--- config.mk ---
export PLATFORM = sky130hd
export DESIGN_NAME = dispatch_decoder
export DESIGN_NICKNAME = d
export VERILOG_FILES = /design/src/rtl/dispatch_pkg.sv /design/src/rtl/dispatch_decoder_inst_buffer.sv /design/src/rtl/dispatch_decoder.sv
export SDC_FILE = /design/constraint.sdc
export NUM_CORES = 1
export LEC_CHECK = 0
export CORE_MARGIN = 3
export CORE_UTILIZATION = 25
export DETAILED_ROUTE_END_ITERATION = 10
export PLACE_DENSITY_LB_ADDON = 0.05
export SLEW_MARGIN = 20
export SYNTH_ARGS = -nofsm -noshare
export SYNTH_HDL_FRONTEND = slang
export SYNTH_SLANG_ARGS = --single-unit
--- constraint.sdc ---
create_clock -name clock -period 4.6 [get_ports clock]
set_clock_uncertainty 0.15 [all_clocks]
set_input_delay 0.69 -clock clock [delete_from_list [all_inputs] [get_ports clock]]
set_output_delay 0.69 -clock clock [all_outputs]
set_load 0.02 [all_outputs]
--- src/rtl/dispatch_pkg.sv ---
// Shared encodings for the dispatch stage: MIPS opcode/funct fields, ALU op codes
// and the issue-queue target of a decoded instruction.
package dispatch_pkg;

  localparam logic [5:0] OP_RTYPE = 6'b000000;
  localparam logic [5:0] OP_J     = 6'b000010;
  localparam logic [5:0] OP_BEQ   = 6'b000100;
  localparam logic [5:0] OP_BNE   = 6'b000101;
  localparam logic [5:0] OP_ADDI  = 6'b001000;
  localparam logic [5:0] OP_ADDIU = 6'b001001;
  localparam logic [5:0] OP_SLTI  = 6'b001010;
  localparam logic [5:0] OP_ANDI  = 6'b001100;
  localparam logic [5:0] OP_ORI   = 6'b001101;
  localparam logic [5:0] OP_LW    = 6'b100011;
  localparam logic [5:0] OP_SW    = 6'b101011;

  localparam logic [5:0] FUNCT_SLL  = 6'b000000;
  localparam logic [5:0] FUNCT_SRL  = 6'b000010;
  localparam logic [5:0] FUNCT_MULT = 6'b011000;
  localparam logic [5:0] FUNCT_ADD  = 6'b100000;
  localparam logic [5:0] FUNCT_ADDU = 6'b100001;
  localparam logic [5:0] FUNCT_SUB  = 6'b100010;
  localparam logic [5:0] FUNCT_AND  = 6'b100100;
  localparam logic [5:0] FUNCT_OR   = 6'b100101;
  localparam logic [5:0] FUNCT_NOR  = 6'b100111;
  localparam logic [5:0] FUNCT_SLT  = 6'b101010;
  localparam logic [5:0] FUNCT_SLTU = 6'b101011;

  localparam logic [3:0] ALU_ADD  = 4'd0;
  localparam logic [3:0] ALU_ADDU = 4'd1;
  localparam logic [3:0] ALU_SUB  = 4'd2;
  localparam logic [3:0] ALU_AND  = 4'd3;
  localparam logic [3:0] ALU_OR   = 4'd4;
  localparam logic [3:0] ALU_NOR  = 4'd5;
  localparam logic [3:0] ALU_SLT  = 4'd6;
  localparam logic [3:0] ALU_SLTU = 4'd7;
  localparam logic [3:0] ALU_SLL  = 4'd8;
  localparam logic [3:0] ALU_SRL  = 4'd9;

  typedef enum logic [2:0] {T_INT, T_MULT, T_LDST, T_BR, T_ILL} target_e;

endpackage

--- src/rtl/dispatch_decoder_inst_buffer.sv ---
// DEPTH-entry instruction FIFO with occupancy count; flush empties it in one edge.
module inst_buffer #(
  parameter int unsigned DEPTH = 4,
  parameter int unsigned WIDTH = 32,
  parameter int unsigned PTR_W = $clog2(DEPTH)
) (
  input  logic             clock,
  input  logic             reset,
  input  logic             push,
  input  logic             pop,
  input  logic             flush,
  input  logic [WIDTH-1:0] wdata,
  output logic [WIDTH-1:0] rdata,
  output logic [PTR_W:0]   count,
  output logic             ready
);

  logic [WIDTH-1:0] mem [DEPTH];
  logic [PTR_W-1:0] wr_ptr_q, rd_ptr_q;
  logic [PTR_W:0]   count_d;
  logic             do_push, do_pop;

  // ready comes from the current count, so a same-edge pop never frees a full slot early
  assign ready   = (count != (PTR_W+1)'(DEPTH));
  assign do_push = push & ready & ~flush;
  assign do_pop  = pop & (count != '0) & ~flush;
  assign rdata   = mem[rd_ptr_q];

  always_comb begin
    count_d = count;
    case ({do_push, do_pop})
      2'b10:   count_d = count + 1'b1;
      2'b01:   count_d = count - 1'b1;
      default: count_d = count;
    endcase
  end

  always_ff @(posedge clock or posedge reset) begin
    if (reset) begin
      wr_ptr_q <= '0;
      rd_ptr_q <= '0;
      count    <= '0;
    end else if (flush) begin
      rd_ptr_q <= wr_ptr_q;
      count    <= '0;
    end else begin
      if (do_push) wr_ptr_q <= wr_ptr_q + 1'b1;
      if (do_pop)  rd_ptr_q <= rd_ptr_q + 1'b1;
      count <= count_d;
    end
  end

  always_ff @(posedge clock) begin
    if (do_push) mem[wr_ptr_q] <= wdata;
  end

endmodule

--- src/rtl/dispatch_decoder.sv ---
// Dispatch stage: buffers fetched MIPS words, decodes the head and issues it to one of
// four issue queues, stalling only on the head's own target queue.
module dispatch_decoder
  import dispatch_pkg::*;
#(
  parameter int unsigned DEPTH  = 4,
  parameter int unsigned DATA_W = 32,
  parameter int unsigned PTR_W  = $clog2(DEPTH)
) (
  input  logic              clock,
  input  logic              reset,
  input  logic              Inst_valid,
  input  logic [31:0]       Inst,
  output logic              Inst_ready,
  input  logic              flush,
  input  logic              integer_full,
  input  logic              mult_full,
  input  logic              ld_st_full,
  input  logic              branch_full,
  output logic [3:0]        Dispatch_opcode,
  output logic [4:0]        Dispatch_shfamt,
  output logic [4:0]        Dispatch_rs,
  output logic [4:0]        Dispatch_rt,
  output logic [4:0]        Dispatch_rd,
  output logic [DATA_W-1:0] Dispatch_imm,
  output logic [25:0]       Dispatch_jmp_addr,
  output logic              Dispatch_ld_st_op,
  output logic              Dispatch_en_integer,
  output logic              Dispatch_en_mult,
  output logic              Dispatch_en_ld_st,
  output logic              Dispatch_en_branch,
  output logic              Dispatch_illegal
);

  logic [31:0]       head;
  logic [PTR_W:0]    count;
  logic              fire;
  logic              target_full;
  target_e           tgt;
  logic [3:0]        alu_op;
  logic [4:0]        rd;
  logic              ld_st_op;
  logic              zero_ext;
  logic signed [15:0] imm_s;
  logic [DATA_W-1:0] imm_ext;

  inst_buffer #(
    .DEPTH (DEPTH),
    .WIDTH (32),
    .PTR_W (PTR_W)
  ) u_inst_buffer (
    .clock (clock),
    .reset (reset),
    .push  (Inst_valid),
    .pop   (fire),
    .flush (flush),
    .wdata (Inst),
    .rdata (head),
    .count (count),
    .ready (Inst_ready)
  );

  always_comb begin
    tgt      = T_ILL;
    alu_op   = ALU_ADD;
    rd       = 5'd0;
    ld_st_op = 1'b0;
    zero_ext = 1'b0;
    case (head[31:26])
      OP_RTYPE: begin
        tgt = T_INT;
        rd  = head[15:11];
        case (head[5:0])
          FUNCT_ADD:  alu_op = ALU_ADD;
          FUNCT_ADDU: alu_op = ALU_ADDU;
          FUNCT_SUB:  alu_op = ALU_SUB;
          FUNCT_AND:  alu_op = ALU_AND;
          FUNCT_OR:   alu_op = ALU_OR;
          FUNCT_NOR:  alu_op = ALU_NOR;
          FUNCT_SLT:  alu_op = ALU_SLT;
          FUNCT_SLTU: alu_op = ALU_SLTU;
          FUNCT_SLL:  alu_op = ALU_SLL;
          FUNCT_SRL:  alu_op = ALU_SRL;
          FUNCT_MULT: tgt    = T_MULT;
          default: begin
            tgt = T_ILL;
            rd  = 5'd0;
          end
        endcase
      end
      OP_ADDI:  begin tgt = T_INT; alu_op = ALU_ADD;  rd = head[20:16]; end
      OP_ADDIU: begin tgt = T_INT; alu_op = ALU_ADDU; rd = head[20:16]; end
      OP_SLTI:  begin tgt = T_INT; alu_op = ALU_SLT;  rd = head[20:16]; end
      OP_ANDI:  begin tgt = T_INT; alu_op = ALU_AND;  rd = head[20:16]; zero_ext = 1'b1; end
      OP_ORI:   begin tgt = T_INT; alu_op = ALU_OR;   rd = head[20:16]; zero_ext = 1'b1; end
      OP_LW:    begin tgt = T_LDST; ld_st_op = 1'b0; end
      OP_SW:    begin tgt = T_LDST; ld_st_op = 1'b1; end
      OP_BEQ:   begin tgt = T_BR; alu_op = ALU_SUB; end
      OP_BNE:   begin tgt = T_BR; alu_op = ALU_SUB; end
      OP_J:     begin tgt = T_BR; alu_op = ALU_ADD; end
      default:  tgt = T_ILL;
    endcase
  end

  assign imm_s   = head[15:0];
  assign imm_ext = zero_ext ? DATA_W'(head[15:0]) : DATA_W'(imm_s);

  always_comb begin
    target_full = 1'b0;
    case (tgt)
      T_INT:   target_full = integer_full;
      T_MULT:  target_full = mult_full;
      T_LDST:  target_full = ld_st_full;
      T_BR:    target_full = branch_full;
      default: target_full = 1'b0;
    endcase
  end

  // Illegal heads never block: they are dropped and reported instead
  assign fire = (count != '0) & ~flush & ~target_full;

  always_ff @(posedge clock or posedge reset) begin
    if (reset) begin
      Dispatch_opcode     <= '0;
      Dispatch_shfamt     <= '0;
      Dispatch_rs         <= '0;
      Dispatch_rt         <= '0;
      Dispatch_rd         <= '0;
      Dispatch_imm        <= '0;
      Dispatch_jmp_addr   <= '0;
      Dispatch_ld_st_op   <= 1'b0;
      Dispatch_en_integer <= 1'b0;
      Dispatch_en_mult    <= 1'b0;
      Dispatch_en_ld_st   <= 1'b0;
      Dispatch_en_branch  <= 1'b0;
      Dispatch_illegal    <= 1'b0;
    end else begin
      Dispatch_en_integer <= fire & (tgt == T_INT);
      Dispatch_en_mult    <= fire & (tgt == T_MULT);
      Dispatch_en_ld_st   <= fire & (tgt == T_LDST);
      Dispatch_en_branch  <= fire & (tgt == T_BR);
      Dispatch_illegal    <= fire & (tgt == T_ILL);
      if (fire) begin
        Dispatch_opcode   <= alu_op;
        Dispatch_shfamt   <= head[10:6];
        Dispatch_rs       <= head[25:21];
        Dispatch_rt       <= head[20:16];
        Dispatch_rd       <= rd;
        Dispatch_imm      <= imm_ext;
        Dispatch_jmp_addr <= head[25:0];
        Dispatch_ld_st_op <= ld_st_op;
      end
    end
  end

endmodule

==> results.yml, run 1 <==
outcome:
  status: "complete, no violations"
synthesis:
  syn_inst: 442
  ys_seq_area_share_pct: 68.2
  yosysWarnings: 0
  netlist_area_mm2: 0.00743
  syn_avg_cell_area_um2: 16.8
  synthTopCellsByArea: "edfxtp_1 (52%), dfrtp_1 (17%), mux4_2 (9.7%)"
  yosysTopAreaCell: "edfxtp_1"
  synth-seq-cells: 177
  async_flop_share_pct: 27.7
  synth_edf_count: 128
  ys_types: 58
  synth_top_cell_area_share_pct: 51.7
  yosys_most_used_dff: "edfxtp_1"
  syn_nets: 487
cts:
  cts_hold_buffers: 0
  root_buffer: "clkbuf_16"
  postCtsSetupBuffers: 0
  cts_made_buffers: 17
  ctsResizeCount: 0
  clkSinkCount: 177
  clkTransAtPathRegs_ns: 0.07
  clock_latency_ns: 0.42
  clk_path_buf_depth: 2
  cts_tree: "yes"
  ctsHtreeMaxLevel: 4
sta:
  finalHoldViolCount: 0
  fmax_mhz: 251
  setup_viol: 0
  min_period_ns: 3.99
  fin_ws_ns: 0.611
  relSlewSlack_pct: 51.2
  slew_viol_final: 0
  finalCritPeriodShare_pct: 86.7
  setup_tns_ns: 0
  rsz0062_at_grt: "false"
  worst_pin_slew_ns: 0.732
die:
  design.die.area_mm2: 0.0318
  coreArea_mm2: 0.0290
  die_h_um: 178
  num_rows: 62
  die_x_um: 178
  initial_core_util_pct: 25.6
  io_pins: 129
route:
  post_drt_wl_per_cell_um: 18.5
  drt-total-wl_mm: 17.3
  dr_total_vias: 4045
  ant_nets: 0
  viasPerCell: 4.33
  drc_errors: 0
  drtIter0Drc: 185
  drtPass1Iterations: 4
finish:
  n_antenna_cell: 0
  fin_nets: 583
  syn2layout_area_growth_pct: 26.9
  final_cell_mix: "clkdlybuf4s50_1 (128), edfxtp_1 (128), dfrtp_1 (47), mux4_2 (32), mux2_2 (25)"
  drive_gt1_share_pct: 20.7
power_and_ir_drop:
  static-leakage-power_nw: 3.21
  power-per-cell-area_mw_per_mm2: 692
  ir_worst_vdd_mv: 0.322
run:
  max_cap_viol_count: 0
placed_design:
  gp_congestion: 0.715
  io_buffers: 128
  detailed_place_hpwl_mm: 11.8
  pre_cts_ws_ns: 0.537
worst_setup_path:
  critPathKind: "register to register"
  path_delay_family: "simple AND/OR/NAND/NOR gates"
  crit_required_ns: 4.75
  critPathMaxStageDelay_ns: 0.66
  crit_chain: "buf_4, mux4_2, or2_2, nor4_1, a221o_1, a21oi_4, and2_1, fa_1, nor2b_1, and3b_1, o21bai_1, nand3_1"
  cp.arrival_ns: 4.14
  end_kind: "register"
  worst_setup_path_start_kind: "register"
  r2r_slack_ns: 0.61
  setup.worst_path.start: "u_inst_buffer.rd_ptr_q[0]$_DFFE_PP0P_"
  timing.rr.start: "u_inst_buffer.rd_ptr_q[0]$_DFFE_PP0P_"
  cp_max_fo: 19
  path_buf_inv: 1
  slowest_stage: "mux4_2"
grt:
  grt_pass1_wl_mm: 26.1
  grt_pass1_vias: 4278
  grt.overflow.total: 0
  grt_max_degree: 58
  grtUsageTotal_pct: 11.1
  antenna_found_initial: 3
hold_path:
  min_from: "Dispatch_rs[4]$_DFFE_PP0N_"
  worstHoldPathType: "register to register"
-- Yosys cell counts (all sizes together), types with 2 or more instances --
cell type / n
nand2b: 3
nand3b: 3
xnor2: 4
nand2: 9
o21bai: 2
and2: 7
a21boi: 2
o22ai: 2
mux2i: 2
nor4: 3
mux4: 32
nor3: 4
nand3: 4
a22oi: 5
ha: 4
o21ai: 7
edfxtp: 128
dfrtp: 49
inv: 12
buf: 56
nor2b: 7
o211ai: 2
a32oi: 2
mux2: 26
nor2: 20
a21oi: 15
or2: 4
clkbuf: 6
-- through the flow --
stage | instance area (um^2) | power, W | util (%) | hold slack, ns | cells
2_1_floorplan | 7430 | 0.00425 | - | 0.355 | 442
5_1_grt | 9430 | 0.00693 | 32.5 | 0.405 | 935
6_report | 9430 | 0.00653 | 32.5 | 0.378 | 935
3_3_place_gp | 8850 | 0.00517 | 30.5 | 0.364 | 903
4_1_cts | 9430 | 0.00665 | 32.5 | 0.386 | 935
3_5_place_dp | 8850 | 0.00518 | 30.5 | 0.369 | 903
-- flip-flops by register name, indices dropped and copies added, names as in the netlist --
signal                  cells
Dispatch_rd                 5
Dispatch_en_mult            1
Dispatch_en_branch          1
Dispatch_jmp_addr           1
Dispatch_shfamt             4
u_inst_buffer.wr_ptr_q      2
u_inst_buffer.rd_ptr_q      2
Dispatch_rt                 4
Dispatch_en_ld_st           1
Dispatch_en_integer         1
Dispatch_imm               13
Dispatch_ld_st_op           1
Dispatch_illegal            1
u_inst_buffer.mem         128
u_inst_buffer.count         3
Dispatch_rs                 5
Dispatch_opcode             4
-- layer usage --
metal / routed length (um) / share of wire, % / GRT usage, % / vias to the layer above
met5: 45 / 0.26 / 0 / -
met4: 159 / 0.92 / 2.79 / 6
met3: 1090 / 6.3 / 3.66 / 19
met2: 8320 / 48 / 18.3 / 126
met1: 7650 / 44 / 14.3 / 2055
li1: - / - / - / 1839
-- path summary, 6_finish.rpt --
kind                                                          to  cells past startpoint
min in group asynchronous             Dispatch_rt[2]$_DFFE_PP0N_                      2
max in group asynchronous  u_inst_buffer.rd_ptr_q[1]$_DFFE_PP0P_                      3
setup / recovery              u_inst_buffer.count[2]$_DFFE_PP0P_                     12
setup reg to reg              u_inst_buffer.count[2]$_DFFE_PP0P_                     12
hold reg to reg                       Dispatch_rs[4]$_DFFE_PP0N_                      1
hold / removal                        Dispatch_rs[4]$_DFFE_PP0N_                      1
-- logic make-up (layout without fill, tap and decap cells) --
| kind of cell | Yosys count | count (layout) | share of synthesized area [%] |
|---|---|---|---|
| DFF | 177 | 177 | 68.2 |
| buffers and inverters | 74 | 183 | 6.53 |
| and+or+nand+nor | 73 | 73 | 5.32 |
| muxes | 60 | 60 | 13.9 |
| AOI/OAI and AO/OA | 49 | 49 | 4.60 |
| adders and majority gates | 5 | 5 | 0.943 |
| xor gates and xnor gates | 4 | 4 | 0.471 |
-- report_power, final --
group	internal (W)	switching (W)
registers	0.00206	0.000242
clock network	0.000813	0.000628
logic	0.00133	0.00145
-- final cells by class --
cell class	instances	area (um^2)
Fill cell	2845	19600
Clock buffer	19	433
Multi-Input combinational cell	191	1890
Clock inverter	13	148
Sequential cell	177	5070
Inverter	12	45.0
Timing Repair Buffer	139	1360
Tap cell	384	480
Power figures use the tool's default switching activity.
==> run 2: changes to the inputs <==
--- a/config.mk
+++ b/config.mk
@@ -5,11 +5,9 @@
 export SDC_FILE = /design/constraint.sdc
 export NUM_CORES = 1
 export LEC_CHECK = 0
-export CORE_MARGIN = 3
 export CORE_UTILIZATION = 25
 export DETAILED_ROUTE_END_ITERATION = 10
-export PLACE_DENSITY_LB_ADDON = 0.05
-export SLEW_MARGIN = 20
+export PLACE_DENSITY = 0.46
 export SYNTH_ARGS = -nofsm -noshare
 export SYNTH_HDL_FRONTEND = slang
 export SYNTH_SLANG_ARGS = --single-unit
==> run 2 against run 1 <==
Die area is 4.4% lower. Power down 0.53%. Flip-flop and latch count stayed put. Critical path type unchanged. Highest routed layer is now met4.
==> results.yml, run 2 (same netlist as run 1, synthesis figures left out) <==
outcome:
  status: "complete, no violations"
route:
  dr_total_vias: 4010
  drc_errors: 0
  ant_nets: 0
  drt-total-wl_mm: 16.3
  post_drt_wl_per_cell_um: 17.5
  drtIter0Drc: 221
  drtPass1Iterations: 4
  viasPerCell: 4.30
sta:
  relSlewSlack_pct: 36.4
  setup_viol: 0
  min_period_ns: 4.07
  slew_viol_final: 0
  fmax_mhz: 245
  finalCritPeriodShare_pct: 88.6
  rsz0062_at_grt: "false"
  setup_tns_ns: 0
  finalHoldViolCount: 0
  worst_pin_slew_ns: 0.954
placed_design:
  gp_congestion: 0.805
  io_buffers: 128
  placed_cells: 899
  detailed_place_hpwl_mm: 10.8
run:
  max_cap_viol_count: 0
finish:
  drive_gt1_share_pct: 20.3
  largest_reg_flops: 128
  utilization_pct: 32.5
  syn2layout_area_growth_pct: 26.6
  largest_register: "u_inst_buffer.mem"
  top_regs: "u_inst_buffer.mem x128, Dispatch_imm x13"
  final_cell_mix: "clkdlybuf4s50_1 (128), edfxtp_1 (128), dfrtp_1 (47), mux4_2 (32), mux2_2 (25)"
  layout.cells.non_filler: 932
  fin_nets: 579
cts:
  clock_latency_ns: 0.43
  root_buffer: "clkbuf_16"
  cts_hold_buffers: 0
  clkTransAtPathRegs_ns: 0.07
  postCtsSetupBuffers: 0
  cts_tree: "yes"
  ctsHtreeMaxLevel: 4
  cts_made_buffers: 17
  ctsResizeCount: 0
  clkSinkCount: 177
  clk_path_buf_depth: 2
grt:
  grt.overflow.total: 0
  antenna_found_initial: 1
  grt_pass1_vias: 4207
  grtUsageTotal_pct: 11.2
  grt_max_degree: 58
  grt_pass1_wl_mm: 25.0
worst_setup_path:
  cp.arrival_ns: 4.22
  path_delay_family: "simple AND/OR/NAND/NOR gates"
  cp_max_fo: 17
  worst_setup_path_start_kind: "register"
  path_buf_inv: 1
  crit_required_ns: 4.75
  critPathKind: "register to register"
  end_kind: "register"
  crit_chain: "buf_4, mux4_2, or2_2, nor4_1, a221o_1, a21oi_4, and2_1, fa_1, nor2b_1, and3b_1, o21bai_1, nand3_1"
  critPathMaxStageDelay_ns: 0.71
  slowest_stage: "dfrtp_2"
die:
  io_pins: 129
  initial_core_util_pct: 25.7
  die_x_um: 174
  die_h_um: 174
  num_rows: 62
  design.die.area_mm2: 0.0304
  coreArea_mm2: 0.0289
power_and_ir_drop:
  power-per-cell-area_mw_per_mm2: 690
  static-leakage-power_nw: 3.18
  fin_total_pwr_w: 0.00649
  ir_worst_vdd_mv: 0.285
hold_path:
  worstHoldPathType: "register to register"
run 2: area by class of cell:
class                           count  area, um^2
Multi-Input combinational cell    191        1890
Antenna cell                        1        2.50
Timing Repair Buffer              135        1330
Sequential cell                   177        5070
Inverter                           12        45.0
Tap cell                          384         480
Clock inverter                     15         156
Clock buffer                       17         425
Fill cell                        2778       19500
run 2: stage by stage:
stage	hold slack [ns]	worst slack, ns	instance area, um^2
floorplan	0.355	0.706	7430
global placement	0.371	0.517	8820
detailed placement	0.372	0.445	8820
CTS	0.392	0.443	9400
global route	0.410	0.251	9400
finish	0.381	0.525	9400
run 2: worst reg2reg max path, stage by stage, from the launching register on:
cell and delay (ns):
dfrtp_2 0.71, buf_4 0.35, mux4_2 0.64, or2_2 0.34
nor4_1 0.29, a221o_1 0.30, a21oi_4 0.05, and2_1 0.15
fa_1 0.40, nor2b_1 0.17, and3b_1 0.18, o21bai_1 0.13
nand3_1 0.09
run 2: power breakdown:
part	switching [W]	internal, W
logic	0.00143	0.00133
registers	0.000248	0.00206
clock network	0.000627	0.000805
total	0.00230	0.00419
run 2: layer usage:
layer	part of all wire [%]	GRT usage, %	routed length, um	vias up
met5	0	0	0	-
li1	-	-	-	1832
met1	43	13.8	7030	2031
met4	1.1	3.58	172	0
met2	50	18.7	8130	132
met3	6.0	3.15	984	15
run 2: final timing paths:
path,from,end,slack [ns],cells after the start
setup reg to reg,u_inst_buffer.rd_ptr_q[0]$_DFFE_PP0P_,u_inst_buffer.count[2]$_DFFE_PP0P_,0.53,12
min in group asynchronous,reset,Dispatch_rd[3]$_DFFE_PP0N_,0.64,3
max in group asynchronous,reset,u_inst_buffer.rd_ptr_q[0]$_DFFE_PP0P_,3.15,3
hold reg to reg,Dispatch_rd[3]$_DFFE_PP0N_,Dispatch_rd[3]$_DFFE_PP0N_,0.38,2
hold / removal,Dispatch_rd[3]$_DFFE_PP0N_,Dispatch_rd[3]$_DFFE_PP0N_,0.38,2
setup / recovery,u_inst_buffer.rd_ptr_q[0]$_DFFE_PP0P_,u_inst_buffer.count[2]$_DFFE_PP0P_,0.53,12
